`src/rtl/mem_bus_stage_if.sv`:
```
// Data-bus bundle between the MEM stage (master) and the memory/bus fabric (slave).
// A single req/ack transfer: cyc is held until ack is seen.
interface mem_bus_stage_if;
  logic        cyc;
  logic        we;
  logic [31:0] addr;
  logic [3:0]  sel;
  logic [31:0] wdata;
  logic [31:0] rdata;
  logic        ack;

  modport master (output cyc, we, addr, sel, wdata, input rdata, ack);
  modport slave  (input cyc, we, addr, sel, wdata, output rdata, ack);
endinterface

```
`src/rtl/mem_bus_stage.sv`:
```
// MEM pipeline stage: passes non-memory ops through, runs loads/stores as one bus
// transfer each while holding the pipeline via stallreq_o. Big-endian byte lanes.
module mem_bus_stage (
  input  logic        clk,
  input  logic        rst,
  input  logic [5:0]  stall_i,
  input  logic [4:0]  wd_i,
  input  logic        wreg_i,
  input  logic [31:0] wdata_i,
  input  logic [31:0] hi_i,
  input  logic [31:0] lo_i,
  input  logic        whilo_i,
  input  logic [7:0]  aluop_i,
  input  logic [31:0] mem_addr_i,
  input  logic [31:0] reg2_i,
  output logic [4:0]  wd_o,
  output logic        wreg_o,
  output logic [31:0] wdata_o,
  output logic [31:0] hi_o,
  output logic [31:0] lo_o,
  output logic        whilo_o,
  output logic        stallreq_o,
  output logic        align_err_o,
  mem_bus_stage_if.master bus
);

  localparam logic [7:0] EXE_LB_OP  = 8'b1110_0000;
  localparam logic [7:0] EXE_LH_OP  = 8'b1110_0001;
  localparam logic [7:0] EXE_LW_OP  = 8'b1110_0011;
  localparam logic [7:0] EXE_LBU_OP = 8'b1110_0100;
  localparam logic [7:0] EXE_LHU_OP = 8'b1110_0101;
  localparam logic [7:0] EXE_SB_OP  = 8'b1110_1000;
  localparam logic [7:0] EXE_SH_OP  = 8'b1110_1001;
  localparam logic [7:0] EXE_SW_OP  = 8'b1110_1011;
  localparam logic [4:0] NOPRegAddr = 5'b00000;
  localparam logic       NoStop     = 1'b0;

  localparam logic [1:0] IDLE = 2'd0;
  localparam logic [1:0] BUSY = 2'd1;
  localparam logic [1:0] DONE = 2'd2;

  logic [1:0]  state;
  logic        cyc_q, we_q;
  logic [31:0] addr_q, data_q, rdata_q;
  logic [3:0]  sel_q;

  logic        is_load, is_store, is_byte, is_half, is_word, sign_ext;
  logic        is_mem, misalign;
  logic [3:0]  sel_c;
  logic [31:0] store_c, load_c;
  logic [7:0]  lane_b;
  logic [15:0] lane_h;
  logic        unused_ok;

  assign unused_ok = ^{stall_i[5], stall_i[3:0]};

  always_comb begin
    is_load  = 1'b0;
    is_store = 1'b0;
    is_byte  = 1'b0;
    is_half  = 1'b0;
    is_word  = 1'b0;
    sign_ext = 1'b0;
    case (aluop_i)
      EXE_LB_OP:  begin is_load  = 1'b1; is_byte = 1'b1; sign_ext = 1'b1; end
      EXE_LBU_OP: begin is_load  = 1'b1; is_byte = 1'b1; end
      EXE_LH_OP:  begin is_load  = 1'b1; is_half = 1'b1; sign_ext = 1'b1; end
      EXE_LHU_OP: begin is_load  = 1'b1; is_half = 1'b1; end
      EXE_LW_OP:  begin is_load  = 1'b1; is_word = 1'b1; end
      EXE_SB_OP:  begin is_store = 1'b1; is_byte = 1'b1; end
      EXE_SH_OP:  begin is_store = 1'b1; is_half = 1'b1; end
      EXE_SW_OP:  begin is_store = 1'b1; is_word = 1'b1; end
      default: ;
    endcase
  end

  assign is_mem   = is_load | is_store;
  assign misalign = (is_half & mem_addr_i[0]) | (is_word & (mem_addr_i[1:0] != 2'b00));

  // Lane 3 (sel bit 3) carries bits 31:24, i.e. the lowest byte address.
  always_comb begin
    sel_c   = 4'b1111;
    store_c = reg2_i;
    if (is_byte) begin
      store_c = {4{reg2_i[7:0]}};
      case (mem_addr_i[1:0])
        2'd0:    sel_c = 4'b1000;
        2'd1:    sel_c = 4'b0100;
        2'd2:    sel_c = 4'b0010;
        default: sel_c = 4'b0001;
      endcase
    end else if (is_half) begin
      store_c = {2{reg2_i[15:0]}};
      sel_c   = mem_addr_i[1] ? 4'b0011 : 4'b1100;
    end
  end

  // The EX/MEM register holds the instruction during the stall, so the live
  // address still selects the lane from the captured word in DONE.
  always_comb begin
    case (mem_addr_i[1:0])
      2'd0:    lane_b = rdata_q[31:24];
      2'd1:    lane_b = rdata_q[23:16];
      2'd2:    lane_b = rdata_q[15:8];
      default: lane_b = rdata_q[7:0];
    endcase
    lane_h = mem_addr_i[1] ? rdata_q[15:0] : rdata_q[31:16];
    if (is_byte)
      load_c = {{24{sign_ext & lane_b[7]}}, lane_b};
    else if (is_half)
      load_c = {{16{sign_ext & lane_h[15]}}, lane_h};
    else
      load_c = rdata_q;
  end

  always_ff @(posedge clk or posedge rst) begin
    if (rst) begin
      state   <= IDLE;
      cyc_q   <= 1'b0;
      we_q    <= 1'b0;
      addr_q  <= 32'h0;
      sel_q   <= 4'h0;
      data_q  <= 32'h0;
      rdata_q <= 32'h0;
    end else begin
      case (state)
        IDLE: if (is_mem && !misalign) begin
          cyc_q  <= 1'b1;
          we_q   <= is_store;
          addr_q <= {mem_addr_i[31:2], 2'b00};
          sel_q  <= sel_c;
          data_q <= store_c;
          state  <= BUSY;
        end
        BUSY: if (bus.ack) begin
          rdata_q <= bus.rdata;
          cyc_q   <= 1'b0;
          we_q    <= 1'b0;
          state   <= DONE;
        end
        DONE: if (stall_i[4] == NoStop) state <= IDLE;
        default: state <= IDLE;
      endcase
    end
  end

  assign bus.cyc   = cyc_q;
  assign bus.we    = we_q;
  assign bus.addr  = addr_q;
  assign bus.sel   = sel_q;
  assign bus.wdata = data_q;

  always_comb begin
    wd_o        = wd_i;
    wreg_o      = wreg_i;
    wdata_o     = wdata_i;
    hi_o        = hi_i;
    lo_o        = lo_i;
    whilo_o     = whilo_i;
    stallreq_o  = 1'b0;
    align_err_o = 1'b0;
    if (rst) begin
      wd_o    = NOPRegAddr;
      wreg_o  = 1'b0;
      wdata_o = 32'h0;
      hi_o    = 32'h0;
      lo_o    = 32'h0;
      whilo_o = 1'b0;
    end else begin
      case (state)
        IDLE: if (is_mem) begin
          if (misalign) begin
            wreg_o      = 1'b0;
            align_err_o = 1'b1;
          end else begin
            stallreq_o  = 1'b1;
          end
        end
        BUSY: stallreq_o = 1'b1;
        DONE: if (is_load) wdata_o = load_c;
        default: ;
      endcase
      if (is_store) wreg_o = 1'b0;
    end
  end

endmodule

```
`src/flat_wrapper.sv`:
```
// flat-port wrapper written by rule: the top's interface ports become plain ports
module mem_bus_stage_flat 
  (clk, rst, stall_i, wd_i, wreg_i, wdata_i, hi_i, lo_i, whilo_i, aluop_i, mem_addr_i, reg2_i, wd_o, wreg_o, wdata_o, hi_o, lo_o, whilo_o, stallreq_o, align_err_o, bus_cyc, bus_we, bus_addr, bus_sel, bus_wdata, bus_rdata, bus_ack);
  mem_bus_stage_if bus_i ();
  input  logic clk;
  input  logic rst;
  input  logic [5:0] stall_i;
  input  logic [4:0] wd_i;
  input  logic wreg_i;
  input  logic [31:0] wdata_i;
  input  logic [31:0] hi_i;
  input  logic [31:0] lo_i;
  input  logic whilo_i;
  input  logic [7:0] aluop_i;
  input  logic [31:0] mem_addr_i;
  input  logic [31:0] reg2_i;
  output logic [4:0] wd_o;
  output logic wreg_o;
  output logic [31:0] wdata_o;
  output logic [31:0] hi_o;
  output logic [31:0] lo_o;
  output logic whilo_o;
  output logic stallreq_o;
  output logic align_err_o;
  output wire logic [$bits(bus_i.cyc)-1:0] bus_cyc;
  output wire logic [$bits(bus_i.we)-1:0] bus_we;
  output wire logic [$bits(bus_i.addr)-1:0] bus_addr;
  output wire logic [$bits(bus_i.sel)-1:0] bus_sel;
  output wire logic [$bits(bus_i.wdata)-1:0] bus_wdata;
  input wire logic [$bits(bus_i.rdata)-1:0] bus_rdata;
  input wire logic [$bits(bus_i.ack)-1:0] bus_ack;
  assign bus_cyc = bus_i.cyc;
  assign bus_we = bus_i.we;
  assign bus_addr = bus_i.addr;
  assign bus_sel = bus_i.sel;
  assign bus_wdata = bus_i.wdata;
  assign bus_i.rdata = bus_rdata;
  assign bus_i.ack = bus_ack;
  mem_bus_stage u_core (.clk(clk), .rst(rst), .stall_i(stall_i), .wd_i(wd_i), .wreg_i(wreg_i), .wdata_i(wdata_i), .hi_i(hi_i), .lo_i(lo_i), .whilo_i(whilo_i), .aluop_i(aluop_i), .mem_addr_i(mem_addr_i), .reg2_i(reg2_i), .wd_o(wd_o), .wreg_o(wreg_o), .wdata_o(wdata_o), .hi_o(hi_o), .lo_o(lo_o), .whilo_o(whilo_o), .stallreq_o(stallreq_o), .align_err_o(align_err_o), .bus(bus_i));
endmodule
```
`config.mk`:
```
export PLATFORM = sky130hd
export DESIGN_NAME = mem_bus_stage_flat
export DESIGN_NICKNAME = d
export VERILOG_FILES = /design/src/rtl/mem_bus_stage_if.sv /design/src/rtl/mem_bus_stage.sv /design/src/flat_wrapper.sv
export SDC_FILE = /design/constraint.sdc
export NUM_CORES = 1
export LEC_CHECK = 0
export ABC_AREA = 0
export BUFFER_PORTS_ARGS = -buffer_cell sky130_fd_sc_hd__buf_2
export CAP_MARGIN = 40
export CORE_AREA = 2 2 153 155
export CTS_BUF_LIST = sky130_fd_sc_hd__clkbuf_8 sky130_fd_sc_hd__clkbuf_16
export DETAILED_ROUTE_END_ITERATION = 10
export DIE_AREA = 0 0 155 157
export SLEW_MARGIN = 30
export SYNTH_ARGS = -nofsm -noshare
export SYNTH_HDL_FRONTEND = slang
export SYNTH_SLANG_ARGS = --single-unit
export TNS_END_PERCENT = 1
```
`constraint.sdc`:
```
create_clock -name clk -period 5.8 [get_ports clk]
set_input_delay 1.45 -clock clk [delete_from_list [all_inputs] [get_ports clk]]
set_output_delay 1.45 -clock clk [all_outputs]
set_load 0.01 [all_outputs]
```
; ---- Word level (Yosys, flattened, before mapping)
; Cells that the tools add are included.
[word_totals]
register_bits = 102
out_inout_bits = 175
[op_classes]
n_eq_ne = 15
muxes = 45
n_bitwise = 6
reduce_logical = 16
[ops]
columns = cell, count
row1 = 2-to-1 mux 32 bit, 9
row2 = "equality test 8 bit, second input constant", 8
row3 = one-hot mux 8 bit (3 select lines), 1
row4 = 2-to-1 mux 1 bit, 22
row5 = 2-to-1 mux 16 bit, 1
row6 = 2-to-1 mux 4 bit, 3
row7 = one-hot mux 4 bit (3 select lines), 1
row8 = OR reduction 3 bit, 3
row9 = 2-to-1 mux 2 bit, 3
row10 = one-hot mux 1 bit (2 select lines), 3
row11 = one-hot mux 2 bit (3 select lines), 1
row12 = AND reduction 3 bit, 2
row13 = 2-to-1 mux 5 bit, 1
row14 = OR reduction 5 bit, 1
row15 = bitwise AND 1 bit, 4
row16 = "equality test 2 x 1 -> 1 bit, second input constant", 2
row17 = "equality test 2 bit, second input constant", 2
row18 = logical NOT 2 bit, 2
row19 = "!= test 2 bit, second input constant", 2
row20 = AND reduction 2 bit, 2
row21 = nonzero test 2 bit, 2
row22 = OR reduction 2 bit, 2
row23 = "!= test 2 x 1 -> 1 bit, second input constant", 1
row24 = OR 1 bit, 2
row25 = other kinds (2), 2

; ---- Longest topological paths before layout
; Gate-level depths: netlist of the first run.
[depth]
depth_word = 10
ltp_mapped = 7
ltp_nobuf = 4

; ---- Worst setup path after synthesis of the first run
; OpenSTA, ideal clock, no wires.
[synth_path]
path_type = input-to-output
start = in rst
end = out wdata_o[0]
arrival_ps = 4160
t_required_ps = 4350
path_slack_ps = 190
cell_stages = 3
path_buffers = 0
path_cell_list = inv_1 and2_1 a32o_1
[synth_between]
elab_chain_len = 1
[synth_lines]
columns = element, line
row1 = "start, declared", flat_wrapper.sv:6  ; input logic rst;
row2 = 2-to-1 mux 32 bit, mem_bus_stage.sv:162  ; if (rst) begin
row3 = "end, declared", flat_wrapper.sv:19  ; output logic [31:0] wdata_o;
; Every way passes these cells.

; ---- Worst setup path in the final report of the first run
[layout_path]
start = in aluop_i[0]
end = out wdata_o[20]
[layout_between]
elab_chain_len = 9
elab_cells_between_ends = 22
classes_between = 7 x eq/ne / 9 x mux / 2 x bitwise / 4 x reduce/logical
[layout_lines]
columns = element, line
row1 = "start, declared", flat_wrapper.sv:14  ; input logic [7:0] aluop_i;
row2 = equality test 8 bit, mem_bus_stage.sv:64  ; case (aluop_i)
row3 = OR reduction 2 bit (no line), n/a
row4 = 2-to-1 mux 1 bit, mem_bus_stage.sv:64
row5 = bitwise AND 1 bit, mem_bus_stage.sv:111  ; load_c = {{16{sign_ext & lane_h[15]}}, lane_h};
row6 = 2-to-1 mux 32 bit, mem_bus_stage.sv:110  ; else if (is_half)
row7 = 2-to-1 mux 32 bit, mem_bus_stage.sv:108  ; if (is_byte)
row8 = 2-to-1 mux 32 bit *, mem_bus_stage.sv:180  ; DONE: if (is_load) wdata_o = load_c;
row9 = 2-to-1 mux 32 bit *, mem_bus_stage.sv:170  ; case (state)
row10 = 2-to-1 mux 32 bit *, mem_bus_stage.sv:162
; Every way passes the cells marked *; elsewhere a longest branch is shown, timed or not.

==> reports/qor.yml, run 1 <==
number_of_drc_markers_after_the_initial_detailed_route_iteration: 343
syn_area_um2: 6018
final_hold_viol_count: 0
num_vias: 5813
cts-buffers-inserted: 9
critical_path_required_ns: 4.35
place_hpwl_um: 19050
reg2regPathDepth: 5
synth_sequential_area_ratio: 0.4241
post-layout-total-power_mw: 2.372
clock-sinks: 102
rrSetupSlack_ns: 3.51
post_drt_via_cell_ratio: 4.852
post_route_cells_drive_above_1_share: 0.5908
worst_skew_late_latency_ns: 0.36
status: "complete, no violations"
top_cells_by_count_synth: "dfrtp_1, mux2_2, nor2b_1"
buf_inv_on_cp: 2
cts_max_level: 3
critical-path-slowest-cell: "a2111oi_2"
synth_top_cell_area_share: 0.4241
cts_resized: 0
vdd_drop_max_mv: 0.1709
cp_top_delay_family: "compound AO/OA/AOI/OAI gates"
netlist-cell-type-count: 54
final_cell_count_no_fill: 1198
ys_seq_elements: 102
yosys_warnings: 0
wire_per_inst_um: 20.17
tightestPinTransition_ns: 0.7344
largest_net_degree_at_the_start_of_global_routing: 77
area_growth_pct: 41.14
critical_path.reg2reg.startpoint: "u_core.state[0]"
gp_routability_congestion: 0.8188
vias_in_the_first_global_route: 5532
critical_path.endpoint_type: "output pin"
gr-usage-all-layers: 0.1884
finalWirelength_um: 24160
yosysMostFrequentCell: "dfrtp_1"
floorplan.initialDensity: 0.2674
period_utilisation_layout: 0.8369
avgSynthCellArea_um2: 11.04
slew_violations: 0
dieHeight_um: 157
final_total_negative_setup_slack_ns: 0
largest_stage_delay_on_the_critical_path_ns: 0.68
crit_top_cell: "buf_2"
netlist.top_cell.by_area: "dfrtp_1"
timing.slew.headroom: 0.4978
synth_flop_cell: "dfrtp_1"
cap_viol_max_count: 0
pd_cells_nw_per_um2: 279.2
maxClockFrequency_mhz: 206.0
tritoncts: "done"
fp.coreArea_um2: 22500
rsz0062_at_grt: "false"
grt_first_pass_wirelength_um: 34100
final_net_count: 1120
design.die.area_um2: 24340
antenna_violating_nets_post_route: 0
ys_async_sr_fraction: 1.000
fillerInstances: 2289
timing.final.setup_violations: 0
crit_cells: 6
skew_ns: 0.01084
critPathLaunchType: "primary input"
dp_cells: 1177
synth_top_cells_by_area: "dfrtp_1, mux2_2, nor2b_1, mux2i_1, a22o_2"
placement.setup.worst_slack_ns: 0.9359
floorplan.rows: 55
cts_hold_repair.buffers: 0
antenna_violations_before_repair: 7
top_level_ports: 391
final_core_utilization: 0.3775
critical_path_arrival_ns: 3.40
ctsLongestPathBuffers: 2
hold_crit_class: "reg -> reg"
worstHoldEndpoint: "u_core.bus.cyc"
route.detailed.drc: 0
regToRegEndpoint: "u_core.bus.addr[31]"
place.port_buffers: 383
globalRoute.totalOverflow: 0
holdPathStages: 2
worst_setup_hold_path_clk_slew_ns: 0.07
fp.dieW_um: 155
largest_fanout_on_the_critical_path: 30
power_leakage_nw: 4.359
synthCells: 545
timing.final.ws_setup_ns: 0.9462
worst_hold_startpoint: "u_core.bus.cyc"
clock_tree_root_buffer_cell: "clkbuf_16"
synth_enable_flop_cells: 0
timing_worst_setup_path_type: "in -> out"
post_cts_repair_timing_setup_buffer_count: 0
firstDrtPassIters: 4
final_period_minus_worst_setup_slack_ns: 4.854
cp_cell_sequence: "buf_2, nand2b_1, a2111oi_2, nor2_4, a22o_2, buf_2"
## registers in the layout (all words and copies together), names as in the netlist
name	cells
u_core.bus.sel	4
u_core.rdata_q	32
u_core.bus.we	1
u_core.bus.wdata	32
u_core.bus.addr	30
u_core.state	2
u_core.bus.cyc	1
## cell type report
class | count | area, um^2 | share of cell area
Sequential cell | 102 | 2552 | 0.3005
Antenna cell | 4 | 10.01 | 0.001178
Inverter | 4 | 17.52 | 0.002062
Clock buffer | 9 | 225.2 | 0.02651
Tap cell | 285 | 356.6 | 0.04198
Clock inverter | 7 | 77.57 | 0.009132
Multi-Input combinational cell | 388 | 3206 | 0.3774
Timing Repair Buffer | 399 | 2049 | 0.2413
## logic make-up (layout without fill, tap and decap cells)
family	Yosys count	count (layout)	synth area share
other cells	1	6	0.0006231
mux	122	122	0.2225
simple gates	123	123	0.1293
flops	102	102	0.4241
buf+inv	56	419	0.04615
compound gates	141	141	0.1773
## routing by layer
| layer | global-route usage | share of wire | vias to the layer above |
|---|---|---|---|
| li1 | - | - | 2713 |
| met1 | 0.2111 | 0.37 | 2829 |
| met2 | 0.3422 | 0.52 | 239 |
| met3 | 0.06195 | 0.088 | 28 |
| met4 | 0.05247 | 0.016 | 4 |
| met5 | 0 | 0.00095 | - |
## through the flow
step / area [um^2] / hold slack [ns]
2_1_floorplan: 6022 / 0.4854
3_3_place_gp: 8157 / 0.4560
3_5_place_dp: 8162 / 0.4596
4_1_cts: 8464 / 0.4863
5_1_grt: 8489 / 0.5153
6_report: 8494 / 0.4838
## layout by cell type, fill, tap and decap left out, types with 20 or more instances in the layout
cell and instances:
dfrtp_1 102, nor2b_1 72, o21ai_0 25, mux2i_1 37, mux2_2 81, a21oi_1 27, o2bb2ai_1 22, a22o_2 20
buf_2 383
## how the worst max path moves through the flow
stage	start	end	slack, ns
2_1_floorplan	rst	wdata_o[0]	0.19
5_1_grt	aluop_i[0]	wdata_o[20]	0.79
4_1_cts	aluop_i[0]	wdata_o[20]	0.93
3_5_place_dp	aluop_i[0]	wdata_o[20]	0.94
6_report	aluop_i[0]	wdata_o[20]	0.95
3_3_place_gp	aluop_i[2]	wdata_o[31]	0.91
## power breakdown
part | switching [mW] | leakage [nW] | internal (mW)
registers | 0.120 | 1.28 | 0.893
logic | 0.357 | 2.94 | 0.383
clock network | 0.314 | 0.144 | 0.305
total | 0.790 | 4.36 | 1.58
## worst reg2reg max path, delay by kind of cell (launching register included)
family / cells / cell delay (ns)
simple gates: 2 / 0.62
buf+inv: 2 / 0.72
flops: 1 / 0.50
mux: 1 / 0.34
Note: power is estimated with default switching activity, not from simulation.
==> run 2: changes to the inputs <==
--- a/config.mk
+++ b/config.mk
@@ -8,10 +8,10 @@
 export ABC_AREA = 0
 export BUFFER_PORTS_ARGS = -buffer_cell sky130_fd_sc_hd__buf_2
 export CAP_MARGIN = 40
-export CORE_AREA = 2 2 153 155
+export CORE_AREA = 2 2 152 154
 export CTS_BUF_LIST = sky130_fd_sc_hd__clkbuf_8 sky130_fd_sc_hd__clkbuf_16
 export DETAILED_ROUTE_END_ITERATION = 10
-export DIE_AREA = 0 0 155 157
+export DIE_AREA = 0 0 154 156
 export SLEW_MARGIN = 30
 export SYNTH_ARGS = -nofsm -noshare
 export SYNTH_HDL_FRONTEND = slang
==> constraint.sdc (replaced) <==
create_clock -name clk -period 4.2 [get_ports clk]
set_input_delay 1.05 -clock clk [delete_from_list [all_inputs] [get_ports clk]]
set_output_delay 1.05 -clock clk [all_outputs]
set_load 0.01 [all_outputs]
==> run 2 against run 1 <==
  * Critical path depth unchanged
  * First-iteration DRC count down 16%
  * Via count down 0.71%
  * Critical endpoint is now wdata_o[29]
  * Critical path type unchanged
  * Setup slack worse by 0.63 ns
  * Die area down 1.3%
  * Global-route usage down 1.0 points
==> reports/qor.yml, run 2 (same netlist as run 1, synthesis figures left out) <==
status: "complete, no violations"  # unchanged
finalWirelength_um: 22910  # was 24160 um
vias_in_the_first_global_route: 5674  # was 5532
pd_cells_nw_per_um2: 384.9  # was 279.2 nW/um^2
hold_crit_class: "reg -> reg"  # unchanged
skew_ns: 0.009347  # was 0.01084 ns
power_leakage_nw: 4.376  # was 4.359 nW
largest_fanout_on_the_critical_path: 30  # unchanged
rsz0062_at_grt: "false"  # unchanged
period_utilisation_layout: 0.9254
final_hold_viol_count: 0  # unchanged
post_cts_repair_timing_setup_buffer_count: 0  # unchanged
place_hpwl_um: 17990  # was 19050 um
post_route_cells_drive_above_1_share: 0.5930  # was 0.5908
vdd_drop_max_mv: 0.1922  # was 0.1709 mV
grt_first_pass_wirelength_um: 32820  # was 34100 um
firstDrtPassIters: 4  # unchanged
design.die.area_um2: 24020  # was 24340 um^2
wire_per_inst_um: 19.07  # was 20.17 um
dieHeight_um: 156  # was 157 um
gp_routability_congestion: 0.8235  # was 0.8188
final_net_count: 1125  # was 1120
layout.cells.most_common: "buf_2"  # unchanged
floorplan.initialDensity: 0.2691  # was 0.2674
antenna_violating_nets_post_route: 0  # unchanged
critPathLaunchType: "primary input"  # unchanged
cap_viol_max_count: 0  # unchanged
post_drt_via_cell_ratio: 4.806  # was 4.852
fp.dieW_um: 154  # was 155 um
area_growth_pct: 41.50  # was 41.14%
final_period_minus_worst_setup_slack_ns: 3.887
dp_cells: 1183  # was 1177
number_of_drc_markers_after_the_initial_detailed_route_iteration: 287  # was 343
worst_setup_hold_path_clk_slew_ns: 0.08  # was 0.07 ns
critical_path.endpoint_type: "output pin"  # unchanged
most_frequent_cells_in_the_layout: "buf_2, dfrtp_1, mux2_2"  # unchanged
dpl_cell_area_um2: 8208  # was 8162 um^2
clock-sinks: 102  # unchanged
cts_max_level: 3  # unchanged
fp.coreArea_um2: 22370  # was 22500 um^2
maxClockFrequency_mhz: 257.3
route.detailed.drc: 0  # unchanged
cts_resized: 0  # unchanged
clock_tree_root_buffer_cell: "clkbuf_16"  # unchanged
met2_wire_length_um: 11920  # was 12680 um
tightestPinTransition_ns: 0.7943  # was 0.7344 ns
antenna_violations_before_repair: 3  # was 7
met1_length_um: 8731  # was 8946 um
critical_path_required_ns: 3.15  # was 4.35 ns
timing.final.setup_violations: 0  # unchanged
slew_violations: 0  # unchanged
critical_path_arrival_ns: 2.84  # was 3.40 ns
worst_skew_late_latency_ns: 0.35  # was 0.36 ns
tritoncts: "done"  # unchanged
cts-buffers-inserted: 9  # unchanged
largest_net_degree_at_the_start_of_global_routing: 77  # unchanged
fillerInstances: 2294  # was 2289
ctsLongestPathBuffers: 2  # unchanged
timing_worst_setup_path_type: "in -> out"  # unchanged
place.port_buffers: 383  # unchanged
globalRoute.totalOverflow: 0  # unchanged
top_layer_used: "met5"  # unchanged
gr-usage-all-layers: 0.1784  # was 0.1884
floorplan.rows: 55  # unchanged
post_route_cell_area_um2: 8516  # was 8494 um^2
top_level_ports: 391  # unchanged
cts_hold_repair.buffers: 0  # unchanged
num_vias: 5772  # was 5813
timing.hold.ws_ns: 0.4963  # was 0.4838 ns
post-layout-total-power_mw: 3.278  # was 2.372 mW
timing.slew.headroom: 0.4568  # was 0.4978
final_cell_count_no_fill: 1201  # was 1198
met3RoutedLength_um: 1715  # was 2127 um
==> run 2: layout make-up <==
class,count,area (um^2),share of cell area
Clock inverter,6,63.81,0.007493
Tap cell,285,356.6,0.04187
Clock buffer,10,239.0,0.02806
Antenna cell,2,5.005,0.0005877
Sequential cell,102,2552,0.2997
Inverter,4,18.77,0.002204
Multi-Input combinational cell,388,3206,0.3764
Timing Repair Buffer,404,2074,0.2436
==> run 2: routing by layer <==
| metal | vias to the layer above | GRT usage |
|---|---|---|
| met3 | 35 | 0.04750 |
| met1 | 2761 | 0.1992 |
| met4 | 2 | 0.06186 |
| met5 | - | 0 |
| li1 | 2716 | - |
| met2 | 258 | 0.3278 |
==> run 2: critical path, cell delays in order <==
cell and delay, ns:
buf_2 0.15, nand2b_1 0.21, a2111oi_2 0.64, nor2_4 0.27, a22o_2 0.35, buf_2 0.14
==> run 2: power by group <==
| group | switching (mW) | total (mW) | internal [mW] |
|---|---|---|---|
| combinational | 0.489 | 1.02 | 0.530 |
| clock | 0.418 | 0.854 | 0.436 |
| sequential | 0.171 | 1.40 | 1.23 |
| total | 1.08 | 3.28 | 2.20 |
==> run 2: per-stage QoR <==
stage                TNS, ns  utilization  worst slack, ns
detailed placement         0       0.3670           0.3076
CTS                        0       0.3805           0.3068
floorplan           -0.05963            -         -0.04039
global placement           0       0.3668           0.1873
finish                     0       0.3808           0.3132
global route               0       0.3806           0.2285
==> run 2: path summary, 6_finish.rpt <==
path                                startpoint             endpoint  slack, ns  depth (start not counted)
max                                 aluop_i[2]          wdata_o[29]       0.31                          6
min                        u_core.bus.wdata[7]  u_core.bus.wdata[7]       0.50                          1
max reg2reg                    u_core.state[0]    u_core.bus.sel[2]       2.06                          5
min reg2reg                u_core.bus.wdata[7]  u_core.bus.wdata[7]       0.50                          1
max in group asynchronous                  rst  u_core.bus.addr[21]       1.65                          5
min in group asynchronous                  rst    u_core.rdata_q[7]       1.40                          4
==> run 3: changes to the inputs <==
--- a/config.mk
+++ b/config.mk
@@ -8,10 +8,10 @@
 export ABC_AREA = 0
 export BUFFER_PORTS_ARGS = -buffer_cell sky130_fd_sc_hd__buf_2
 export CAP_MARGIN = 40
-export CORE_AREA = 2 2 152 154
+export CORE_AREA = 2 2 153 155
 export CTS_BUF_LIST = sky130_fd_sc_hd__clkbuf_8 sky130_fd_sc_hd__clkbuf_16
 export DETAILED_ROUTE_END_ITERATION = 10
-export DIE_AREA = 0 0 154 156
+export DIE_AREA = 0 0 155 157
 export SLEW_MARGIN = 30
 export SYNTH_ARGS = -nofsm -noshare
 export SYNTH_HDL_FRONTEND = slang
==> constraint.sdc (replaced) <==
create_clock -name clk -period 3.9 [get_ports clk]
set_input_delay 0.975 -clock clk [delete_from_list [all_inputs] [get_ports clk]]
set_output_delay 0.975 -clock clk [all_outputs]
set_load 0.01 [all_outputs]
==> run 3 against run 2 <==
  * Sequential cell count unchanged
  * Core utilization is essentially flat
  * Sequential power rose by 8%
  * Sequential share of layout area is 0.15 points lower
  * Global-route usage is 1.1 points higher
  * Clock power grew 14%
  * Register-to-register slack lost 0.27 ns
  * Highest routed layer unchanged
==> reports/qor.yml, run 3 (same netlist as run 1, synthesis figures left out) <==
gp_routability_congestion: 0.8257  # was 0.8235
grt_first_pass_wirelength_um: 34470  # was 32820 um
most_frequent_cells_in_the_layout: "buf_2, dfrtp_1, mux2_2"  # unchanged
status: "complete, no violations"  # unchanged
post-layout-total-power_mw: 3.590  # was 3.278 mW
p_sw_mw: 1.160  # was 1.079 mW
floorplan.rows: 55  # unchanged
cts_hold_repair.buffers: 0  # unchanged
cts_resized: 0  # unchanged
antenna_violating_nets_post_route: 0  # unchanged
crit_top_cell: "buf_2"  # unchanged
critical-path-slowest-cell: "or3_1"  # was a2111oi_2
antenna_violations_before_repair: 3  # unchanged
timing.slew.headroom: 0.4860  # was 0.4568
clock_tree_root_buffer_cell: "clkbuf_16"  # unchanged
final_hold_viol_count: 0  # unchanged
vdd_drop_max_mv: 0.2285  # was 0.1922 mV
cp_cell_sequence: "buf_2, nand4b_4, or3_1, o22a_1, a22o_2, buf_2"  # was buf_2, nand2b_1, a2111oi_2, nor2_4, a22o_2, buf_2
largest_stage_delay_on_the_critical_path_ns: 0.65  # was 0.64 ns
dpl_cell_area_um2: 8223  # was 8208 um^2
area_growth_pct: 42.22  # was 41.50%
firstDrtPassIters: 4  # unchanged
wire_per_inst_um: 20.24  # was 19.07 um
skew_ns: 0.01059  # was 0.009347 ns
ctsLongestPathBuffers: 2  # unchanged
tritoncts: "done"  # unchanged
final_cell_count_no_fill: 1203  # was 1201
hold_crit_class: "reg -> reg"  # unchanged
gr-usage-all-layers: 0.1897  # was 0.1784
power.share.combinational: 0.308  # was 0.311
power_leakage_nw: 4.407  # was 4.376 nW
route.detailed.drc: 0  # unchanged
clock-sinks: 102  # unchanged
clock_power_share: 0.271  # was 0.261
timing_worst_setup_path_type: "in -> out"  # unchanged
top_level_ports: 391  # unchanged
largest_net_degree_at_the_start_of_global_routing: 58  # was 77
number_of_drc_markers_after_the_initial_detailed_route_iteration: 367  # was 287
p_sw_frac: 0.3231  # was 0.3291
layout.cells.most_common: "buf_2"  # unchanged
worst_skew_late_latency_ns: 0.36  # was 0.35 ns
num_vias: 5798  # was 5772
dieHeight_um: 157  # was 156 um
cts_max_level: 3  # unchanged
maxClockFrequency_mhz: 268.8
share_seq_of_total_power: 0.421  # was 0.429
critical_path.endpoint_type: "output pin"  # unchanged
globalRoute.totalOverflow: 0  # unchanged
timing.final.setup_violations: 0  # unchanged
pd_cells_nw_per_um2: 419.4  # was 384.9 nW/um^2
rsz0062_at_grt: "false"  # unchanged
largest_fanout_on_the_critical_path: 16  # was 30
critical_path_arrival_ns: 2.75  # was 2.84 ns
dp_cells: 1185  # was 1183
place.port_buffers: 383  # unchanged
fp.coreArea_um2: 22500  # was 22370 um^2
final_net_count: 1128  # was 1125
critical_path_required_ns: 2.92  # was 3.15 ns
cap_viol_max_count: 0  # unchanged
floorplan.initialDensity: 0.2674  # was 0.2691
post_cts_repair_timing_setup_buffer_count: 0  # unchanged
cts-buffers-inserted: 9  # unchanged
fp.dieW_um: 155  # was 154 um
finalWirelength_um: 24350  # was 22910 um
tightestPinTransition_ns: 0.7692  # was 0.7943 ns
period_utilisation_layout: 0.9540
timing.hold.ws_ns: 0.4818  # was 0.4963 ns
post_route_cell_area_um2: 8559  # was 8516 um^2
slew_violations: 0  # unchanged
critPathLaunchType: "primary input"  # unchanged
vias_in_the_first_global_route: 5724  # was 5674
place_hpwl_um: 19240  # was 17990 um
power_report.internal_total_mw: 2.430  # was 2.199 mW
design.die.area_um2: 24340  # was 24020 um^2
worst_setup_hold_path_clk_slew_ns: 0.07  # was 0.08 ns
final_period_minus_worst_setup_slack_ns: 3.721
post_drt_via_cell_ratio: 4.820  # was 4.806
final_core_utilization: 0.3804  # was 0.3808
post_route_cells_drive_above_1_share: 0.5943  # was 0.5930
[run 3: cell types whose count changed in the layout (fill, tap and decap cells not counted), sizes merged]
cell,previous run,this run
buf,404,407
bufinv,0,1
clkinvlp,2,1
diode,2,1
[run 3: critical path: cells and delay by family]
| family | cells | cell delay [ns] |
|---|---|---|
| AND/OR/NAND/NOR | 2 | 1.04 |
| AO/OA/AOI/OAI | 2 | 0.47 |
| buffers and inverters | 2 | 0.24 |
[run 3: routing by layer]
metal,routed length [um],vias to the layer above,GRT usage
li1,-,2734,-
met3,1666,33,0.04240
met4,541,2,0.06393
met1,9054,2788,0.2118
met2,13080,241,0.3556
met5,13,-,0
[run 3: path summary, 6_finish.rpt]
kind	cells past startpoint	startpoint	end	slack [ns]
setup / recovery	6	aluop_i[4]	wdata_o[12]	0.18
hold / removal	2	u_core.bus.cyc	u_core.bus.cyc	0.48
setup reg to reg	5	u_core.state[0]	u_core.bus.wdata[15]	1.79
hold reg to reg	2	u_core.bus.cyc	u_core.bus.cyc	0.48
max in group asynchronous	6	rst	u_core.bus.addr[12]	1.67
min in group asynchronous	4	rst	u_core.rdata_q[1]	1.17
[run 3: final cells by class]
cell class                      instances  area, um^2
Clock inverter                          6       75.07
Sequential cell                       102        2552
Tap cell                              285       356.6
Multi-Input combinational cell        388        3206
Clock buffer                           10       239.0
Inverter                                4       18.77
Timing Repair Buffer                  407        2110
Antenna cell                            1       2.502
Fill cell                            2327       13940
[run 3: power by group through the flow]
stage / Combinational (mW) / Sequential, mW / Clock [mW]
global route: 1.20 / 1.55 / 1.05
floorplan: 0.546 / 1.57 / 0
finish: 1.11 / 1.51 / 0.973
global placement: 1.11 / 1.51 / 0
detailed placement: 1.12 / 1.53 / 0
CTS: 1.13 / 1.51 / 1.01
[run 3: metrics by stage]
| step | setup TNS, ns | setup slack (ns) |
|---|---|---|
| after global routing | 0 | 0.09244 |
| after detailed placement | 0 | 0.1939 |
| after CTS | 0 | 0.1849 |
| after global placement | 0 | 0.07616 |
| after floorplan | -0.5096 | -0.1904 |
| final | 0 | 0.1793 |
